--- config.mk ---
export PLATFORM = sky130hd
export DESIGN_NAME = apb_spi_responder
export DESIGN_NICKNAME = d
export VERILOG_FILES = /design/src/rtl/apb_spi_responder.sv
export SDC_FILE = /design/constraint.sdc
export NUM_CORES = 1
export LEC_CHECK = 0
export CORE_AREA = 4 4 95 97
export DETAILED_ROUTE_END_ITERATION = 10
export DIE_AREA = 0 0 99 101
export PLACE_DENSITY = 0.81
export REMOVE_ABC_BUFFERS = 1
export SLEW_MARGIN = 30
export SYNTH_ARGS = -nofsm -noshare
export SYNTH_HDL_FRONTEND = slang
export SYNTH_SLANG_ARGS = --single-unit
--- constraint.sdc ---
create_clock -name PCLK -period 6.89 [get_ports PCLK]
set_input_delay 1.378 -clock PCLK [delete_from_list [all_inputs] [get_ports PCLK]]
set_output_delay 1.378 -clock PCLK [all_outputs]
set_load 0.02 [all_outputs]
--- src/rtl/apb_spi_responder.sv ---
// apb_spi_responder: APB3 completer with an SPI-style register map.
// Bytes arrive on a side stream into an RX FIFO and leave from a TX FIFO.
// PREADY, PRDATA and PSLVERR are registered. The response is decided at the
// edge that raises PREADY. Side effects commit at the edge that ends it.
module apb_spi_responder #(
  parameter int FIFO_DEPTH  = 4,
  parameter int WAIT_STATES = 0
) (
  input  logic       PCLK,
  input  logic       PRESETN,
  input  logic       PSEL,
  input  logic       PENABLE,
  input  logic       PWRITE,
  input  logic [7:0] PADDR,
  input  logic [7:0] PWDATA,
  output logic [7:0] PRDATA,
  output logic       PREADY,
  output logic       PSLVERR,
  output logic [7:0] tx_data,
  output logic       tx_valid,
  input  logic       tx_ready,
  input  logic [7:0] rx_data,
  input  logic       rx_valid,
  output logic       irq
);

  localparam int AW = $clog2(FIFO_DEPTH);
  localparam int PW = AW + 1;
  localparam logic [PW-1:0] PTR_ONE = 1;
  localparam logic [1:0]    WS      = WAIT_STATES[1:0];

  localparam logic [7:0] ADDR_CONTROL  = 8'h00;
  localparam logic [7:0] ADDR_INTCLEAR = 8'h04;
  localparam logic [7:0] ADDR_RXDATA   = 8'h08;
  localparam logic [7:0] ADDR_TXDATA   = 8'h0C;
  localparam logic [7:0] ADDR_STATUS   = 8'h20;

  localparam logic [0:0] ST_IDLE   = 1'b0;
  localparam logic [0:0] ST_ACCESS = 1'b1;

  logic [0:0] state_q;
  logic [1:0] wait_cnt_q;
  logic [7:0] addr_q;
  logic       write_q;
  logic [7:0] wdata_q;
  logic       pready_q;
  logic       pslverr_q;
  logic [7:0] prdata_q;

  logic ctrl_en_q;
  logic ctrl_irqen_q;
  logic rx_ovf_q;
  logic tx_ovf_q;
  logic irq_q;

  logic [7:0]    rx_mem [FIFO_DEPTH];
  logic [7:0]    tx_mem [FIFO_DEPTH];
  logic [PW-1:0] rx_wr_ptr, rx_rd_ptr;
  logic [PW-1:0] tx_wr_ptr, tx_rd_ptr;

  // FIFO occupancy from the pointers. The extra MSB separates full from empty.
  logic rx_empty, rx_full, tx_empty, tx_full;
  assign rx_empty = (rx_wr_ptr == rx_rd_ptr);
  assign rx_full  = (rx_wr_ptr[AW] != rx_rd_ptr[AW]) &&
                    (rx_wr_ptr[AW-1:0] == rx_rd_ptr[AW-1:0]);
  assign tx_empty = (tx_wr_ptr == tx_rd_ptr);
  assign tx_full  = (tx_wr_ptr[AW] != tx_rd_ptr[AW]) &&
                    (tx_wr_ptr[AW-1:0] == tx_rd_ptr[AW-1:0]);

  logic [7:0] status;
  assign status = {1'b0, ctrl_en_q, tx_ovf_q, rx_ovf_q,
                   tx_full, tx_empty, rx_full, !rx_empty};

  // Setup-cycle detection. With zero wait states the response is decided at
  // the setup edge itself, before the request has been latched.
  logic       setup_start;
  logic       resp_write;
  logic [7:0] resp_addr;
  assign setup_start = (state_q == ST_IDLE) && PSEL && !PENABLE;
  assign resp_addr   = (state_q == ST_IDLE) ? PADDR  : addr_q;
  assign resp_write  = (state_q == ST_IDLE) ? PWRITE : write_q;

  // Response decode: error flag and read data for the addressed register.
  logic       resp_err;
  logic [7:0] resp_data;
  always_comb begin
    // NOTE: defaults first so every path assigns both outputs and no latch is inferred.
    resp_err  = 1'b0;
    resp_data = 8'h00;
    case (resp_addr)
      ADDR_CONTROL:  if (!resp_write) resp_data = {6'b0, ctrl_irqen_q, ctrl_en_q};
      ADDR_INTCLEAR: resp_err = !resp_write;
      ADDR_RXDATA: begin
        if (resp_write || rx_empty) resp_err = 1'b1;
        else                        resp_data = rx_mem[rx_rd_ptr[AW-1:0]];
      end
      ADDR_TXDATA:   resp_err = !resp_write || tx_full;
      ADDR_STATUS: begin
        if (resp_write) resp_err = 1'b1;
        else            resp_data = status;
      end
      default:       resp_err = 1'b1;
    endcase
  end

  // Commit strobes, qualified by the error decision registered with PREADY.
  logic commit, c_write, c_read;
  logic apb_rx_pop, apb_tx_push, ctrl_wr, flush, intclr, tx_ovf_set;
  assign commit      = (state_q == ST_ACCESS) && pready_q && PSEL;
  assign c_write     = commit && write_q && !pslverr_q;
  assign c_read      = commit && !write_q && !pslverr_q;
  assign apb_rx_pop  = c_read  && (addr_q == ADDR_RXDATA);
  assign apb_tx_push = c_write && (addr_q == ADDR_TXDATA);
  assign ctrl_wr     = c_write && (addr_q == ADDR_CONTROL);
  assign intclr      = c_write && (addr_q == ADDR_INTCLEAR);
  assign flush       = ctrl_wr && wdata_q[2];
  assign tx_ovf_set  = commit && write_q && pslverr_q && (addr_q == ADDR_TXDATA);

  // Side-stream handshakes. A pop of a full RX FIFO in the same cycle frees a slot.
  logic rx_push_req, rx_push, rx_ovf_set, tx_pop;
  assign rx_push_req = rx_valid && ctrl_en_q;
  assign rx_push     = rx_push_req && (!rx_full || apb_rx_pop);
  assign rx_ovf_set  = rx_push_req && rx_full && !apb_rx_pop;
  assign tx_valid    = ctrl_en_q && !tx_empty;
  assign tx_data     = tx_mem[tx_rd_ptr[AW-1:0]];
  assign tx_pop      = tx_valid && tx_ready;

  logic unused_wdata_bits;
  assign unused_wdata_bits = ^{wdata_q[7:6], wdata_q[3]};

  // APB transfer FSM with registered PREADY/PRDATA/PSLVERR.
  always_ff @(posedge PCLK or negedge PRESETN) begin
    if (!PRESETN) begin
      // NOTE: all state uses non-blocking assignments so every register samples pre-edge values.
      state_q    <= ST_IDLE;
      wait_cnt_q <= 2'd0;
      addr_q     <= 8'h00;
      write_q    <= 1'b0;
      wdata_q    <= 8'h00;
      pready_q   <= 1'b0;
      pslverr_q  <= 1'b0;
      prdata_q   <= 8'h00;
    end else if (state_q == ST_IDLE) begin
      pready_q  <= 1'b0;
      pslverr_q <= 1'b0;
      prdata_q  <= 8'h00;
      if (setup_start) begin
        state_q    <= ST_ACCESS;
        wait_cnt_q <= WS;
        addr_q     <= PADDR;
        write_q    <= PWRITE;
        wdata_q    <= PWDATA;
        if (WS == 2'd0) begin
          pready_q  <= 1'b1;
          pslverr_q <= resp_err;
          prdata_q  <= resp_data;
        end
      end
    end else if (!PSEL || pready_q) begin
      state_q   <= ST_IDLE;
      pready_q  <= 1'b0;
      pslverr_q <= 1'b0;
      prdata_q  <= 8'h00;
    end else begin
      wait_cnt_q <= wait_cnt_q - 2'd1;
      if (wait_cnt_q == 2'd1) begin
        pready_q  <= 1'b1;
        pslverr_q <= resp_err;
        prdata_q  <= resp_data;
      end
    end
  end

  // CONTROL register and sticky overflow flags; a new overflow beats a clear.
  always_ff @(posedge PCLK or negedge PRESETN) begin
    if (!PRESETN) begin
      ctrl_en_q    <= 1'b0;
      ctrl_irqen_q <= 1'b0;
      rx_ovf_q     <= 1'b0;
      tx_ovf_q     <= 1'b0;
    end else begin
      if (ctrl_wr) begin
        ctrl_en_q    <= wdata_q[0];
        ctrl_irqen_q <= wdata_q[1];
      end
      rx_ovf_q <= rx_ovf_set || (rx_ovf_q && !(intclr && wdata_q[4]));
      tx_ovf_q <= tx_ovf_set || (tx_ovf_q && !(intclr && wdata_q[5]));
    end
  end

  // FIFO pointers; FLUSH overrides any same-cycle push or pop.
  always_ff @(posedge PCLK or negedge PRESETN) begin
    if (!PRESETN) begin
      rx_wr_ptr <= '0;
      rx_rd_ptr <= '0;
      tx_wr_ptr <= '0;
      tx_rd_ptr <= '0;
    end else if (flush) begin
      rx_wr_ptr <= '0;
      rx_rd_ptr <= '0;
      tx_wr_ptr <= '0;
      tx_rd_ptr <= '0;
    end else begin
      if (rx_push)     rx_wr_ptr <= rx_wr_ptr + PTR_ONE;
      if (apb_rx_pop)  rx_rd_ptr <= rx_rd_ptr + PTR_ONE;
      if (apb_tx_push) tx_wr_ptr <= tx_wr_ptr + PTR_ONE;
      if (tx_pop)      tx_rd_ptr <= tx_rd_ptr + PTR_ONE;
    end
  end

  // FIFO storage writes.
  always_ff @(posedge PCLK) begin
    // NOTE: storage has no reset; the pointers alone define which entries are valid.
    if (rx_push)     rx_mem[rx_wr_ptr[AW-1:0]] <= rx_data;
    if (apb_tx_push) tx_mem[tx_wr_ptr[AW-1:0]] <= wdata_q;
  end

  // Registered level interrupt, one cycle behind its causes.
  always_ff @(posedge PCLK or negedge PRESETN) begin
    if (!PRESETN) irq_q <= 1'b0;
    else          irq_q <= ctrl_irqen_q && (!rx_empty || rx_ovf_q || tx_ovf_q);
  end

  assign PREADY  = pready_q;
  assign PSLVERR = pslverr_q;
  assign PRDATA  = prdata_q;
  assign irq     = irq_q;

endmodule

==> flow_metrics.env, run 1 <==
export IMPL_result_of_the_run="finished, final reports clean"
export IMPL_placeableCoreArea_um2=8130
export IMPL_cts_root_buffer="clkbuf_8"
export IMPL_post_cts_resize_count=0
export IMPL_cts_setup_buffers=0
export IMPL_numCtsBuffers=9
export IMPL_power_density_nw_per_um2=235
export IMPL_routed_vias_inst=5.82
export IMPL_crit_path_max_fanout=11
export IMPL_final_net_count=418
export IMPL_dp_worst_setup_slack_ns=2.86
export IMPL_synth_async_reset_ratio_pct=42.3
export IMPL_crit_path_start="tx_rd_ptr[0]"
export IMPL_ir_drop_uv=117
export IMPL_floorplan_die_width_um=99
export IMPL_critical_path_class="flip-flop to output port"
export IMPL_setup_slack_ns=3.15
export IMPL_grt_antenna_before_repair=0
export IMPL_final_cell_area_um2=5660
export IMPL_synth_ff_latch_count=111
export IMPL_synth_edff_count=64
export IMPL_synth_lib_cells_used_distinct=51
export IMPL_globalRouteOverflowTotal=0
export IMPL_sequentialPowerShare_pct=58.4
export IMPL_critPathRequiredTime_ns=5.51
export IMPL_timing_setup_tns_ns=0
export IMPL_power_leakage_nw=2.14
export IMPL_clock_power_share_pct=33.0
export IMPL_via_count=2827
export IMPL_fin_util_pct=69.6
export IMPL_hold_class="flip-flop to flip-flop"
export IMPL_grt_usage_pct=19.9
export IMPL_post_route_drc_count=0
export IMPL_final_hold_violation_count=0
export IMPL_net_switching_w=0.000320
export IMPL_post_synth_cell_area_avg_um2=14.9
export IMPL_clock_path_buffers=2
export IMPL_clk_pin_slew_worst_paths_ns=0.11
export IMPL_combPwrFrac_pct=8.6
export IMPL_dpl_cell_count=470
export IMPL_layout_filler_cells=555
export IMPL_endpoint_kind="output port"
export IMPL_cellInternalPower_w=0.00101
export IMPL_synth_cells=324
export IMPL_cp_data_arrival_time_ns=2.36
export IMPL_gpl_final_weighted_congestion=0.849
export IMPL_first_pass_iters=4
export IMPL_diodes=0
export IMPL_h_tree_depth=3
export IMPL_clock_latency_ns=0.37
export IMPL_timing_final_crit_period_ns=3.74
export IMPL_ff2ff_setup_slack_ns=3.96
export IMPL_clock_tree_from_tritoncts="done"
export IMPL_antenna_left=0
export IMPL_sw_frac_of_total_pct=24.0
export IMPL_pin_count_of_the_biggest_net_entering_global_routing=48
export IMPL_final_max_slew_violation_count=0
export IMPL_initial_core_utilization_pct=59.4
export IMPL_synth_area_um2=4830
export IMPL_place_hpwl_um=6590
export IMPL_synth_seq_area_share_pct=64.2
export IMPL_post_cts_hold_buffer_count=0
export IMPL_routedWlPerCell_um=19.1
export IMPL_final_instance_count_excl_fill=486
export IMPL_grt_pass1_wl_um=15200
export IMPL_dr_first_iter_drc_count=146
export IMPL_die_area_um2=10000
export IMPL_layout_cell_share_with_drive_strength_beyond_1_pct=16.0
export IMPL_postRouteWirelength_um=9260
export IMPL_num_io_pins=51
export IMPL_synthesis_yosys_warnings=0
export IMPL_min_from="PRDATA[7]"
export IMPL_die_height_um=101
export IMPL_layout_area_overhead_vs_synth_pct=17.3
export IMPL_drv_cap=0
export IMPL_clock_sinks=111
export IMPL_placement_io_buffers=50
export IMPL_report_final_setup_viol=0
export IMPL_postPlaceCellArea_um2=5430
export IMPL_timing_slew_headroom_pct=47.1
export IMPL_synth_top_flop_cell="edfxtp_1"
export IMPL_setup_repair_after_global_routing_missed_its_margin="false"
export IMPL_clock_skew_ns=0.00863
export IMPL_critical_path_startpoint_type="flip-flop"
export IMPL_via_count_of_the_first_global_routing_pass=2947
export IMPL_reg2reg_from="state_q"
export IMPL_timing_fmax_mhz=267
export IMPL_std_cell_rows=33
export IMPL_fin_crit_sh_pct=54.3
export IMPL_timing_worst_slew_pin_value_ns=0.788
==> cell usage after synthesis (2+ instances only) <==
library cell,count,area share (%)
a21oi_1,10,1.0
a22oi_1,4,0.62
a32o_1,2,0.41
and2_1,6,0.78
and3_1,5,0.65
buf_2,2,0.21
clkbuf_1,8,0.62
dfrtp_1,47,24
edfxtp_1,64,40
ha_1,11,2.9
inv_1,10,0.78
mux2_1,2,0.47
mux2_2,17,4.0
mux2i_1,4,0.83
mux4_2,16,7.5
nand2_1,20,1.6
nand2b_1,2,0.26
nand3_1,6,0.62
nand3b_1,3,0.47
nand4_1,2,0.26
nor2_1,17,1.3
nor2_2,2,0.26
nor2b_1,3,0.39
nor3_1,4,0.41
nor3b_1,2,0.31
o21ai_0,7,0.73
o21ai_1,10,1.0
or4_1,2,0.31
or4b_4,2,0.57
xnor2_1,7,1.3
xor2_1,7,1.3
==> worst max-delay path: stages, from the launching register on <==
cell             delay, ns
dfrtp_1               0.80
xnor2_1               0.24
nand3b_1              0.21
and2_1                0.21
clkdlybuf4s50_1       0.53
==> routing by layer <==
layer | vias to the layer above | track usage (%) | wire length, um
li1 | 1326 | - | -
met1 | 1406 | 26.2 | 3960
met2 | 83 | 33.8 | 4680
met3 | 12 | 4.50 | 497
met4 | 0 | 5.36 | 131
met5 | - | 0 | 0
==> registers in the layout, indices dropped and copies added, names as in the netlist, 2 cells and up <==
register / count
rx_mem: 32
tx_mem: 32
rx_rd_ptr: 3
tx_rd_ptr: 3
rx_wr_ptr: 3
wait_cnt_q: 2
PRDATA: 8
tx_wr_ptr: 3
addr_q: 8
wdata_q: 8
==> worst paths after layout <==
check | to | cells after the start
setup / recovery | tx_valid | 4
setup reg to reg | rx_mem[0][2] | 4
hold / removal | PRDATA[7] | 2
min in group asynchronous | tx_rd_ptr[1] | 1
hold reg to reg | PRDATA[7] | 2
max in group asynchronous | wdata_q[3] | 1
==> power by group through the flow <==
| stage | sequential (W) | combinational (W) | clock (W) |
|---|---|---|---|
| after floorplan | 0.000780 | 0.0000657 | 0 |
| after global placement | 0.000790 | 0.000110 | 0 |
| after detailed placement | 0.000793 | 0.000115 | 0 |
| after CTS | 0.000779 | 0.000116 | 0.000447 |
| after global routing | 0.000785 | 0.000126 | 0.000479 |
| final | 0.000779 | 0.000114 | 0.000440 |
==> cells by family after synthesis <==
kind of cell,Yosys count,share of synthesized area (%)
buffers and inverters,21,1.84
DFF,111,64.2
muxes,39,12.7
and+or+nand+nor,84,9.92
xor gates and xnor gates,14,2.54
AOI/OAI and AO/OA,44,5.96
adders and majority gates,11,2.85
==> through the flow <==
stage,hold slack (ns),power [W]
6_report,0.517,0.00133
5_1_grt,0.535,0.00139
4_1_cts,0.514,0.00134
3_5_place_dp,0.489,0.000907
3_3_place_gp,0.482,0.000901
2_1_floorplan,0.472,0.000845
==> cells in the final DEF (no fill, tap or decap), types with 3 or more instances in the layout <==
master	netlist	final
ha_1	11	11
nand3_1	6	6
inv_1	10	10
a22oi_1	4	4
dfrtp_1	47	47
clkbuf_8	0	9
nand2_1	20	20
nor2_1	17	17
o21ai_1	10	10
a21oi_1	10	10
nor2b_1	3	3
xnor2_1	7	7
nand3b_1	3	3
o21ai_0	7	7
and2_1	6	6
xor2_1	7	7
edfxtp_1	64	64
and3_1	5	5
mux2_2	17	17
buf_4	0	3
clkdlybuf4s50_1	0	49
nor3_1	4	4
mux2i_1	4	4
mux4_2	16	16
==> layout make-up <==
cell class	count	area (um^2)	share of cell area [%]
multi-input cells	192	1650	29.1
repair buffers	52	513	9.06
flip-flops and latches	111	3100	54.7
clock inverters	7	114	2.01
inverters	10	37.5	0.663
well taps	105	131	2.32
clock buffers	9	124	2.19
Note: power is estimated with default switching activity, not from simulation.
==> inputs of run 2 (changes only) <==
- CORE_AREA: 4 4 95 97 -> 4 4 98 100
- DIE_AREA: 0 0 99 101 -> 0 0 102 104
- PLACE_DENSITY: 0.81 -> 0.76
- clock period: 6.89 -> 3.6 ns (I/O delays scaled with it)
==> flow_metrics.env, run 2 (synthesized netlist as in run 1, its figures left out) <==
export IMPL_result_of_the_run="finished, final reports clean"
export IMPL_gpl_final_weighted_congestion=0.862
export IMPL_clk_pin_slew_worst_paths_ns=0.12
export IMPL_wl_met2_um=4700
export IMPL_layout_cell_share_with_drive_strength_beyond_1_pct=16.7
export IMPL_endpoint_kind="output port"
export IMPL_postRouteWirelength_um=9280
export IMPL_grt_antenna_before_repair=0
export IMPL_final_net_count=421
export IMPL_num_io_pins=51
export IMPL_globalRouteOverflowTotal=0
export IMPL_cp_data_arrival_time_ns=2.38
export IMPL_placement_io_buffers=50
export IMPL_crit_slowest_cell="dfrtp_1"
export IMPL_critical_path_class="flip-flop to output port"
export IMPL_power_density_nw_per_um2=435
export IMPL_h_tree_depth=3
export IMPL_routedWlPerCell_um=18.9
export IMPL_timing_final_crit_period_ns=3.10
export IMPL_grt_pass1_wl_um=15200
export IMPL_final_max_slew_violation_count=0
export IMPL_critical_path_startpoint_type="flip-flop"
export IMPL_combPwrFrac_pct=9.2
export IMPL_drt_met1_wl_um=4140
export IMPL_drv_cap=0
export IMPL_net_switching_w=0.000648
export IMPL_cellInternalPower_w=0.00181
export IMPL_ff2ff_setup_slack_ns=1.05
export IMPL_crit_path_max_incr_delay_ns=0.80
export IMPL_sequentialPowerShare_pct=60.3
export IMPL_cts_root_buffer="clkbuf_8"
export IMPL_final_hold_violation_count=0
export IMPL_met3WireLength_um=303
export IMPL_worst_path_dominant_cell_family="flip-flops"
export IMPL_sw_frac_of_total_pct=26.3
export IMPL_ir_drop_uv=260
export IMPL_place_hpwl_um=6650
export IMPL_timing_setup_tns_ns=0
export IMPL_most_frequent_standard_cell_in_the_layout_excluding_fill_and_tap_cells="edfxtp_1"
export IMPL_hold_class="input pin to async pin"
export IMPL_clock_skew_ns=0.0152
export IMPL_initial_core_utilization_pct=55.6
export IMPL_crit_chain="xnor2_1 -> nand3b_1 -> and2_1 -> clkdlybuf4s50_1"
export IMPL_timing_fmax_mhz=322
export IMPL_diodes=0
export IMPL_post_cts_resize_count=0
export IMPL_topRoutingLayerUsed="met4"
export IMPL_std_cell_rows=34
export IMPL_floorplan_die_width_um=102
export IMPL_cp_num_buf_inv=1
export IMPL_clock_path_buffers=2
export IMPL_fin_crit_sh_pct=86.2
export IMPL_routed_vias_inst=5.74
export IMPL_crit_path_max_fanout=11
export IMPL_first_pass_iters=4
export IMPL_fin_util_pct=65.1
export IMPL_clock_latency_ns=0.37
export IMPL_die_area_um2=10600
export IMPL_post_route_drc_count=0
export IMPL_grt_usage_pct=18.6
export IMPL_placeableCoreArea_um2=8680
export IMPL_clock_tree_from_tritoncts="done"
export IMPL_clock_sinks=111
export IMPL_mostFrequentLayoutCells="edfxtp_1 (64), clkdlybuf4s50_1 (49), dfrtp_1 (47)"
export IMPL_pin_count_of_the_biggest_net_entering_global_routing=28
export IMPL_dr_first_iter_drc_count=172
export IMPL_setup_repair_after_global_routing_missed_its_margin="false"
export IMPL_report_final_setup_viol=0
export IMPL_numCtsBuffers=9
export IMPL_cts_setup_buffers=0
export IMPL_timing_worst_slew_pin_value_ns=0.814
export IMPL_critPathRequiredTime_ns=2.88
export IMPL_die_height_um=104
export IMPL_via_count_of_the_first_global_routing_pass=2963
export IMPL_power_leakage_nw=2.14
export IMPL_via_count=2822
export IMPL_layout_area_overhead_vs_synth_pct=17.1
export IMPL_antenna_left=0
export IMPL_clock_power_share_pct=30.5
export IMPL_timing_slew_headroom_pct=45.6
export IMPL_post_cts_hold_buffer_count=0
==> run 2: cell types whose count changed in the layout (fill, tap and decap cells not counted), sizes merged <==
cell / previous run / this run
bufinv: 2 / 0
inv: 13 / 15
clkinvlp: 0 / 1
buf: 3 / 6
clkinv: 2 / 1
==> run 2: per-layer routing <==
metal / GRT usage [%] / up-vias
met5: 0 / -
met4: 6.37 / 0
met3: 2.55 / 12
met2: 30.0 / 52
met1: 26.0 / 1429
li1: - / 1329
==> run 2: path summary, 6_finish.rpt <==
check,startpoint,to,depth (start not counted)
worst max-delay path,tx_rd_ptr[0],tx_valid,4
worst min-delay path,PRESETN,addr_q[6],1
worst max register to register,addr_q[5],rx_mem[1][4],4
worst min register to register,PRDATA[0],PRDATA[0],2
max in group asynchronous,PRESETN,tx_ovf_q,2
min in group PCLK,PRDATA[0],PRDATA[0],2
==> run 2: final cells by class <==
cell class / count / area (um^2)
Tap cell: 108 / 135
Clock inverter: 7 / 77.6
Clock buffer: 9 / 124
Multi-Input combinational cell: 192 / 1650
Inverter: 10 / 37.5
Timing Repair Buffer: 55 / 533
Sequential cell: 111 / 3100
Fill cell: 643 / 3030
==> run 2: per-stage QoR <==
stage	total power [W]	worst slack, ns	area (um^2)	hold slack, ns	cells
finish	0.00246	0.498	5650	0.342	492
global route	0.00257	0.322	5650	0.384	492
CTS	0.00248	0.434	5650	0.360	492
detailed placement	0.00174	0.222	5450	0.488	476
global placement	0.00173	0.238	5450	0.483	476
floorplan	0.00162	0.958	4780	0.424	313
==> run 2: power groups by stage <==
stage	combinational, W	sequential, W	clock (W)
4_1_cts	0.000228	0.00148	0.000763
3_5_place_dp	0.000227	0.00151	0
2_1_floorplan	0.000126	0.00149	0
3_3_place_gp	0.000219	0.00151	0
5_1_grt	0.000249	0.00150	0.000827
6_report	0.000226	0.00148	0.000751
